[config.mk]
export PLATFORM = sky130hd
export DESIGN_NAME = cdb_issue_arbiter
export DESIGN_NICKNAME = d
export VERILOG_FILES = /design/src/rtl/cdb_pkg.sv /design/src/rtl/rr_arbiter.sv /design/src/rtl/cdb_issue_arbiter.sv
export SDC_FILE = /design/constraint.sdc
export NUM_CORES = 1
export LEC_CHECK = 0
export ABC_AREA = 1
export BUFFER_PORTS_ARGS = -buffer_cell sky130_fd_sc_hd__buf_2
export CAP_MARGIN = 20
export CORE_UTILIZATION = 48
export DETAILED_ROUTE_END_ITERATION = 10
export PLACE_DENSITY = 0.84
export SLEW_MARGIN = 20
export SYNTH_ARGS = -nofsm -noshare
export SYNTH_HDL_FRONTEND = slang
export SYNTH_HIERARCHICAL = 1
export SYNTH_SLANG_ARGS = --single-unit
[constraint.sdc]
create_clock -name clk -period 5.7 [get_ports clk]
set_input_delay 0.285 -clock clk [delete_from_list [all_inputs] [get_ports clk]]
set_output_delay 0.285 -clock clk [all_outputs]
set_load 0.05 [all_outputs]
[src/rtl/cdb_pkg.sv]
// Shared CDB types: result flag bundle, flag bit positions and the
// default per-channel latency table (ch0 int, ch1 ls, ch2 mult, ch3 div).
package cdb_pkg;

   typedef struct packed {
      logic store_pc;
      logic jalr;
      logic branch_taken;
      logic branch;
   } cdb_flags_t;

   localparam int FLAG_BRANCH   = 0;
   localparam int FLAG_TAKEN    = 1;
   localparam int FLAG_JALR     = 2;
   localparam int FLAG_STORE_PC = 3;

   localparam logic [15:0] CDB_CH_LAT_DEF = {4'd6, 4'd3, 4'd0, 4'd0};

endpackage

[src/rtl/rr_arbiter.sv]
// Rotating-priority arbiter: at most one grant per conflict class per
// cycle, with a pointer update when a class collision refused someone.
module rr_arbiter #(
   parameter int N     = 4,
   parameter int CLS_W = 4,
   parameter int PW    = $clog2(N)
) (
   input  logic [N-1:0]            req,
   input  logic [N-1:0][CLS_W-1:0] cls,
   input  logic [PW-1:0]           ptr,
   output logic [N-1:0]            gnt,
   output logic                    upd,
   output logic [PW-1:0]           ptr_nxt
);

   logic [2**CLS_W-1:0] taken;
   int                  idx;
   int                  first;

   always_comb begin
      gnt   = '0;
      taken = '0;
      upd   = 1'b0;
      first = -1;
      idx   = 0;
      for (int i = 0; i < N; i++) begin
         idx = int'(ptr) + i;
         if (idx >= N) idx = idx - N;
         if (req[idx]) begin
            if (taken[cls[idx]]) begin
               upd = 1'b1;
            end else begin
               gnt[idx]        = 1'b1;
               taken[cls[idx]] = 1'b1;
               if (first < 0) first = idx;
            end
         end
      end
      ptr_nxt = (first + 1 >= N) ? '0 : PW'(first + 1);
   end

endmodule

[src/rtl/cdb_issue_arbiter.sv]
// Issue arbiter for the common data bus: reserves future CDB slots per
// channel latency so results never collide, and drives the CDB from slot 0.
module cdb_issue_arbiter
   import cdb_pkg::*;
#(
   parameter int                     NUM_CH = 4,
   parameter int                     TAG_W  = 6,
   parameter int                     DATA_W = 32,
   parameter int                     LAT_W  = 4,
   parameter logic [NUM_CH*LAT_W-1:0] CH_LAT = CDB_CH_LAT_DEF,
   localparam int                    OW     = $clog2(NUM_CH)
) (
   input  logic                     clk,
   input  logic                     rst,
   input  logic [NUM_CH-1:0]        ch_req,
   output logic [NUM_CH-1:0]        ch_grant,
   input  logic [NUM_CH*TAG_W-1:0]  ch_tag,
   input  logic [NUM_CH*DATA_W-1:0] ch_data,
   input  logic [NUM_CH*4-1:0]      ch_flags,
   input  logic [NUM_CH-1:0]        ch_res_valid,
   output logic                     cdb_valid,
   output logic [TAG_W-1:0]         cdb_tag,
   output logic [DATA_W-1:0]        cdb_data,
   output cdb_flags_t               cdb_flags,
   output logic [OW-1:0]            cdb_owner,
   output logic                     sb_full
);

   localparam int MAX_LAT = 2**LAT_W - 1;

   // Latency fields are LAT_W wide, so no channel can exceed MAX_LAT.
   if (NUM_CH < 2 || NUM_CH > 8) begin : g_bad_num_ch
      $error("cdb_issue_arbiter: NUM_CH must be in 2..8");
   end

   logic [MAX_LAT:1]             occ_q, occ_d;
   logic [MAX_LAT:1][OW-1:0]     own_q, own_d;
   logic                         occ0_q, occ0_d;
   logic [OW-1:0]                own0_q, own0_d;
   logic [OW-1:0]                rr_q, rr_d;

   logic [MAX_LAT:0]             cur, claim;
   logic [MAX_LAT:0][OW-1:0]     claim_own;
   logic [NUM_CH-1:0][LAT_W-1:0] lat;
   logic [NUM_CH-1:0]            elig, gnt, gnt_v;
   logic                         upd;
   logic [OW-1:0]                ptr_nxt;
   logic                         s0_v;
   logic [OW-1:0]                s0_own;

   assign cur = {occ_q, occ0_q};

   always_comb begin
      lat  = '0;
      elig = '0;
      for (int c = 0; c < NUM_CH; c++) begin
         lat[c]  = CH_LAT[c*LAT_W +: LAT_W];
         elig[c] = ch_req[c] & ~cur[lat[c]];
      end
   end

   rr_arbiter #(
      .N     (NUM_CH),
      .CLS_W (LAT_W),
      .PW    (OW)
   ) u_arb (
      .req     (elig),
      .cls     (lat),
      .ptr     (rr_q),
      .gnt     (gnt),
      .upd     (upd),
      .ptr_nxt (ptr_nxt)
   );

   assign gnt_v    = gnt & {NUM_CH{rst}};
   assign ch_grant = gnt_v;
   assign sb_full  = rst & (&cur);

   always_comb begin
      claim     = '0;
      claim_own = '0;
      for (int c = 0; c < NUM_CH; c++) begin
         if (gnt_v[c]) begin
            claim[lat[c]]     = 1'b1;
            claim_own[lat[c]] = OW'(c);
         end
      end
   end

   // Reservations age one slot per cycle; slot 1 drains into slot 0.
   always_comb begin
      occ0_d = cur[1] | claim[1];
      own0_d = cur[1] ? own_q[1] : claim_own[1];
      occ_d  = '0;
      own_d  = '0;
      for (int k = 1; k < MAX_LAT; k++) begin
         occ_d[k] = cur[k+1] | claim[k+1];
         own_d[k] = cur[k+1] ? own_q[k+1] : claim_own[k+1];
      end
      occ_d[MAX_LAT] = claim[MAX_LAT];
      own_d[MAX_LAT] = claim_own[MAX_LAT];
      rr_d = upd ? ptr_nxt : rr_q;
   end

   always_ff @(posedge clk or negedge rst) begin
      if (!rst) begin
         occ_q  <= '0;
         own_q  <= '0;
         occ0_q <= 1'b0;
         own0_q <= '0;
         rr_q   <= '0;
      end else begin
         occ_q  <= occ_d;
         own_q  <= own_d;
         occ0_q <= occ0_d;
         own0_q <= own0_d;
         rr_q   <= rr_d;
      end
   end

   always_comb begin
      s0_v      = claim[0] | occ0_q;
      s0_own    = claim[0] ? claim_own[0] : own0_q;
      cdb_valid = 1'b0;
      cdb_tag   = '0;
      cdb_data  = '0;
      cdb_flags = '0;
      cdb_owner = '0;
      for (int c = 0; c < NUM_CH; c++) begin
         if (s0_v && s0_own == OW'(c)) begin
            cdb_valid              = ch_res_valid[c];
            cdb_tag                = ch_tag[c*TAG_W +: TAG_W];
            cdb_data               = ch_data[c*DATA_W +: DATA_W];
            cdb_flags.branch       = ch_flags[c*4 + FLAG_BRANCH];
            cdb_flags.branch_taken = ch_flags[c*4 + FLAG_TAKEN];
            cdb_flags.jalr         = ch_flags[c*4 + FLAG_JALR];
            cdb_flags.store_pc     = ch_flags[c*4 + FLAG_STORE_PC];
            cdb_owner              = OW'(c);
         end
      end
   end

endmodule
**After elaboration in Yosys (flattened, before gate mapping)**

Memory sizes are Yosys's and may differ from the RTL's.
Index checks and enable logic that the tools add are counted.

- Register bits after elaboration: 47
- Memory bits (read-only): 16
- Input port bits: 178
- Logic and storage cells: 220
- Memories kept: 1

Memories:

| memory | words | width | read ports | clocked after Yosys merged registers in | wr ports | line | RTL |
|---|---|---|---|---|---|---|---|
| (name not given) | 16 | 1 | 1 | 0 | 0 | rr_arbiter.sv:30 | `if (taken[cls[idx]]) begin` |

- Add/sub/neg operators: 8
- Magnitude comparators: 23
- Equality and inequality tests: 3
- Multiplexer cells: 124
- Bitwise operators: 30
- Reductions and logical operators: 13

Operators with widths:

| operator | count |
|---|---|
| $mux W32 | 19 |
| $ge A32 B1 Y1 const B | 4 |
| $ge A32 B4 Y1 const B | 4 |
| $lt A32 B4 Y1 const B | 4 |
| $lt A32 B1 Y1 const B | 3 |
| $mux W16 | 6 |
| $sub A32 B4 Y32 const B | 3 |
| $mux W4 | 21 |
| $mux W2 | 18 |
| $mux W1 | 35 |
| $add A32 B2 Y32 const B | 1 |
| $bmux W4 S2 | 4 |
| $or A16 B16 Y16 | 2 |
| $mux W6 | 4 |
| $lt A4 B5 Y1 const B | 4 |
| $reduce_and A16 Y1 | 1 |
| $mux W14 | 1 |
| $bmux W1 S4 | 3 |
| $demux W1 S4 | 3 |
| $ge A4 B1 Y1 const B | 3 |
| $or A4 B4 Y4 | 3 |
| $logic_and A1 B1 Y1 | 11 |
| $bmux W1 S2 | 4 |
| $demux W1 S2 | 4 |
| other kinds (15) | 36 |

**Longest topological paths before layout**

- Word-level depth: 35
- Gate-level depth with buffers: 32

**By module**

The synthesis kept the hierarchy.

Modules (own cells, without submodules):

| module | times used | cells an instance | area each (sq um) |
|---|---|---|---|
| rr_arbiter | 1 | 504 | 2509.9 |
| cdb_issue_arbiter | 1 | 310 | 1995.7 |

**Worst setup path after synthesis**

No wires, ideal clock.

- Path kind: flip-flop to output port
- Start point: register rr_q[1]
- End point: output cdb_data[25]
- Data arrival time: 3911 ps
- Setup slack: 1504 ps
- Cell stages (with the launch flop): 21
- Buffers on the path: 3
- Cell sequence: dfrtp_1 > inv_2 > buf_2 > ha_1 > inv_1 > clkbuf_1 > nand2_1 > o21ai_2 > inv_1 > o211ai_1 > nand3_1 > nand3_1 > nand3_2 > nand2_1 > o2111ai_1 > nand2_2 > nand3_2 > nor2_4 > buf_2 > nand3_1 > nand4_1

- Cells in the longest elaborated chain, start to end: 35
- Elaborated cells between the ends (all ways): 123

Ends and longest elaborated chain:

| element | line | RTL |
|---|---|---|
| start: declaration | cdb_issue_arbiter.sv:40 | `logic [OW-1:0] rr_q, rr_d;` |
| start signal: assignment | cdb_issue_arbiter.sv:117 | `rr_q <= rr_d;` |
| parallel branches: the longest is 22 deep, another holds $sub A32 B4 Y32 | -- |  |
| $mux W4 * | rr_arbiter.sv:29 | `if (req[idx]) begin` |
| named net gnt[0] | cdb_issue_arbiter.sv:45 | `logic [NUM_CH-1:0] elig, gnt, gnt_v;` |
| $and A4 B4 Y4 * | cdb_issue_arbiter.sv:75 | `assign gnt_v = gnt & {NUM_CH{rst}};` |
| $mux W1 * (2 in series) | cdb_issue_arbiter.sv:83 | `if (gnt_v[c]) begin` |
| $mux W4 * | cdb_issue_arbiter.sv:83 |  |
| $mux W7 * | cdb_issue_arbiter.sv:83 |  |
| $mux W2 | cdb_issue_arbiter.sv:123 | `s0_own = claim[0] ? claim_own[0] : own0_q;` |
| $logic_not A2 Y1 | cdb_issue_arbiter.sv:130 | `if (s0_v && s0_own == OW'(c)) begin` |
| $logic_and A1 B1 Y1 | cdb_issue_arbiter.sv:130 |  |
| $mux W32 (3 in series) | cdb_issue_arbiter.sv:130 |  |
| $mux W32 * | cdb_issue_arbiter.sv:130 |  |
| end: declaration | cdb_issue_arbiter.sv:23 | `output logic [DATA_W-1:0] cdb_data,` |

Mark *: on every way through the listed nets, which the timed path passes. The select of a mux whose other input is x is not followed.

**Worst setup path after layout**

- Start point: register rr_q[0]
- End point: output cdb_data[0]

Same word-level chain as after synthesis.

==> summary.md <==
| Metric | Value |
|---|---|
| Status | `complete, no violations` |
| DIE WIDTH | `98.9 um` |
| Clock Skew | `0.00201 ns` |
| CP Launch Point | `rr_q[0]$_DFFE_PN0P_` |
| Hold WS | `0.349 ns` |
| Compound-gate portion of the synthesized area | `10.6%` |
| Worst path buffer plus inverter count | `6` |
| Post-Synthesis Cell Area | `0.00451 sq mm` |
| Worst EP required | `5.41 ns` |
| Synth Area in Simple Gates | `62.5%` |
| Worst path most repeated cell | `nand3_1` |
| Worst R2R Path Depth | `27` |
| Setup TNS | `0 ns` |
| Boundary Pins | `228` |
| Grt ovf | `0` |
| Worst path top cell family by delay | `buffers and inverters` |
| Post-layout util | `65.5%` |
| WP data arrival | `5.01 ns` |
| Pre-antenna DRT Iters | `6` |
| Post-synth EDFFs | `0` |
| Yosys top cell area share | `20.8%` |
| DRT antenna net count | `0` |
| GRT Overall Usage | `34.6%` |
| Slowest stage delay, CP | `0.48 ns` |
| Global-route wire length before repair | `27.3 mm` |
| HP Start | `own_q[6]$_DFF_PN0_` |
| Core area | `0.00889 sq mm` |
| Pwr/cell area | `686 mW/mm^2` |
| Max Cap Viol | `0` |
| DP Worst Slack | `0.762 ns` |
| Adder-Cell Fraction of Synth Area | `4.17%` |
| Seq/Total Area, Yosys | `7.78%` |
| Hpwl dp | `14.2 mm` |
| Largest net degree at the start of global routing | `88` |
| Count of final hold-check violations | `0` |
| Starting Density | `50.7%` |
| Asr flop ratio synth | `100%` |
| Max-slew violations | `0` |
| CTS clk-pin slew, worst paths | `0.06 ns` |
| Tcrit/Tclk final | `92.9%` |
| Max_slew headroom | `49.0%` |
| Drt wl/cell | `15.4 um` |
| Final Instance Area | `0.00583 sq mm` |
| Post-layout min period | `5.30 ns` |
| Port bufs | `226` |
| Leak Pwr | `3.05 nW` |
| Root Buffer | `clkbuf_8` |
| Post-route DRC | `0` |
| PnR worst setup slack | `0.404 ns` |
| Distinct cells, synth | `34` |
| Hold path cells | `0` |
| F_max | `189 MHz` |
| Largest family of logic cells by synthesized area | `simple AND/OR/NAND/NOR gates` |
| Unrepaired setup endpoints after global routing | `no` |
| Slowest stage cell, crit path | `inv_2` |
| Vias in the first global route | `5703` |
| Total Wirelength | `17.7 mm` |
| TritonCTS clock tree | `done` |
| Clock latency on the worst-skew pair | `0.24 ns` |
| PnR Total Power | `4.00 mW` |
| Placed cell areas | `0.00576 sq mm` |
| Initial antenna violation count | `0` |
| Worst hold path type | `reg -> reg` |
| Peak supply drop | `0.433 mV` |
| Post-synthesis register bit count | `14` |
| Syn_area_per_cell | `5.54 sq um` |
| CP cell instances | `inv_4, ha_1, buf_4, o21ai_4, inv_2, a21oi_1, o211ai_1, nand3_1, nand3_1, nand3_2, nand2_1, o2111ai_1, nand2_2, nand2_1, nand2_2, inv_2, buf_4, nand3_1, nand4_1, buf_2` |
| Layout cells sized above 1 | `28.6%` |
| Antenna Cells | `0` |
| Routed vias | `6643` |
| Least-Margin Pin Slew | `0.757 ns` |
| WS Path Type | `reg -> out` |
| Row Count | `34` |
| Yosys warnings | `6` |
| Post-Layout Cell Count | `1155` |
| Yosys top cell by area | `nand3_1` |
| Post-synthesis mux area share | `0.500%` |
| Syn-to-layout area delta | `29.3%` |
| DR iter-0 viols | `754` |
| Post-CTS Setup Repair Bufs | `0` |
| Die height | `98.9 um` |
| XOR/XNOR Fraction of Synth Area | `0%` |
| Routability cong. | `1.01` |
| Vias/cell | `5.75` |
| Critical path depth in cells | `20` |
| Longest Clk Path Bufs | `2` |
| Critical Path Start Type | `flip-flop` |
| Critical R2R Launch | `rr_q[0]$_DFFE_PN0P_` |
| Die area | `0.00978 sq mm` |
| TritonCTS buffer count | `3` |
| CP max FO | `35` |
| Placed insts | `1150` |
| Most area-consuming cells after synthesis | `nand3_1 (21%), nand2_1 (19%), nand4_1 (14%)` |
| Crit. End Element | `output pin` |
| Synth Instances | `814` |
| Ys flop type | `dfrtp_1` |
| Final Net Count | `1241` |
| Sink Count | `14` |
| Final setup fails | `0` |
| H-Tree Depth | `1` |
==> cell type report <==
cell class,count,area [sq um]
clock buffer,4,55.1
fill,870,3060
inverter,72,273
multi-input combinational,714,3680
sequential,14,350
tap,108,135
timing repair buffer,243,1330
==> Yosys cell counts (4+ instances only) <==
cell type / instances
a21oi_1: 10
buf_2: 24
buf_4: 16
buf_6: 8
clkbuf_1: 11
dfrtp_1: 14
ha_1: 15
inv_1: 62
inv_2: 9
nand2_1: 224
nand2_2: 12
nand3_1: 187
nand3_2: 7
nand4_1: 104
nor2_1: 27
nor2_2: 6
nor2_4: 7
o2111ai_1: 4
o211ai_1: 16
o21ai_0: 8
o21ai_1: 22
==> worst reg2reg max path, stage by stage (launching register included) <==
cell and delay, ns:
dfrtp_1 0.40, inv_4 0.28, ha_1 0.31, inv_1 0.39
nand3_1 0.16, nand2_2 0.16, nor2_2 0.10, nand3_1 0.09
nand2_1 0.05, o21ai_0 0.15, o21ai_1 0.08, nor2_1 0.32
nand3_1 0.13, nand2_1 0.10, nand2_1 0.05, nand2_1 0.07
nand2_1 0.06, nand2_2 0.11, ha_1 0.16, inv_1 0.05
nor2_1 0.14, inv_1 0.08, ha_1 0.28, nand2_1 0.05
nor4b_1 0.29, nand2_1 0.12, a21oi_1 0.17, mux2_2 0.19
==> what timing repair did <==
item	CTS	global route
hold buffers	1	0
setup endpoints to repair	0	0
hold endpoints to repair	14	0
gates resized for setup	0	0
==> cell families (layout without fill, tap and decap cells) <==
kind of cell	count (synthesis)	in the layout
AND/OR/NAND/NOR	578	578
adder cells (fa/ha/maj)	15	15
multiplexers	2	2
other	2	47
flip-flops	14	14
buffers and inverters	131	319
AO/OA/AOI/OAI	72	72
==> layout by cell type (no fill, tap or decap), types with 4 or more instances in the layout <==
cell,synthesis,routed
ha_1,15,15
nor2_4,7,7
nand2_2,12,12
o211ai_1,16,16
nor2_1,27,27
o21ai_1,22,22
o2111ai_1,4,4
inv_2,9,9
nand2_1,224,224
buf_2,24,222
buf_12,0,5
dfrtp_1,14,14
nor2_2,6,6
o21ai_0,8,8
conb_1,2,47
inv_1,62,62
a21oi_1,10,10
buf_4,16,15
clkbuf_8,0,4
nand3_1,187,187
nand4_1,104,104
nand3_2,7,7
==> sequential cells by signal (all words and copies together) (netlist names) <==
| register | count |
|---|---|
| rr_q | 2 |
| occ_q | 2 |
| occ0_q | 1 |
| own_q | 7 |
| own0_q | 2 |
==> report_power, final <==
group | internal (mW) | switching, mW | leakage [nW]
clock network | 0.0611 | 0.0334 | 0.0288
logic | 0.965 | 2.79 | 2.84
registers | 0.130 | 0.0204 | 0.185
total | 1.16 | 2.84 | 3.05
==> worst paths after layout <==
check / to / slack (ns)
worst min register to register: own_q[4]$_DFF_PN0_ / 0.35
worst max register to register: rr_q[0]$_DFFE_PN0P_ / 1.10
worst min-delay path: own_q[4]$_DFF_PN0_ / 0.35
max in group asynchronous: own_q[1]$_DFF_PN0_ / 4.92
worst max-delay path: cdb_data[0] / 0.40
min in group asynchronous: own_q[6]$_DFF_PN0_ / 0.51
==> layer usage <==
| metal | vias up | GRT usage (%) | part of all wire, % |
|---|---|---|---|
| met5 | - | 0 | 0 |
| met4 | 0 | 11.1 | 3.4 |
| met3 | 59 | 10.4 | 14 |
| met2 | 465 | 53.8 | 43 |
| met1 | 2871 | 45.5 | 39 |
| li1 | 3248 | - | - |
Power figures use the tool's default switching activity.
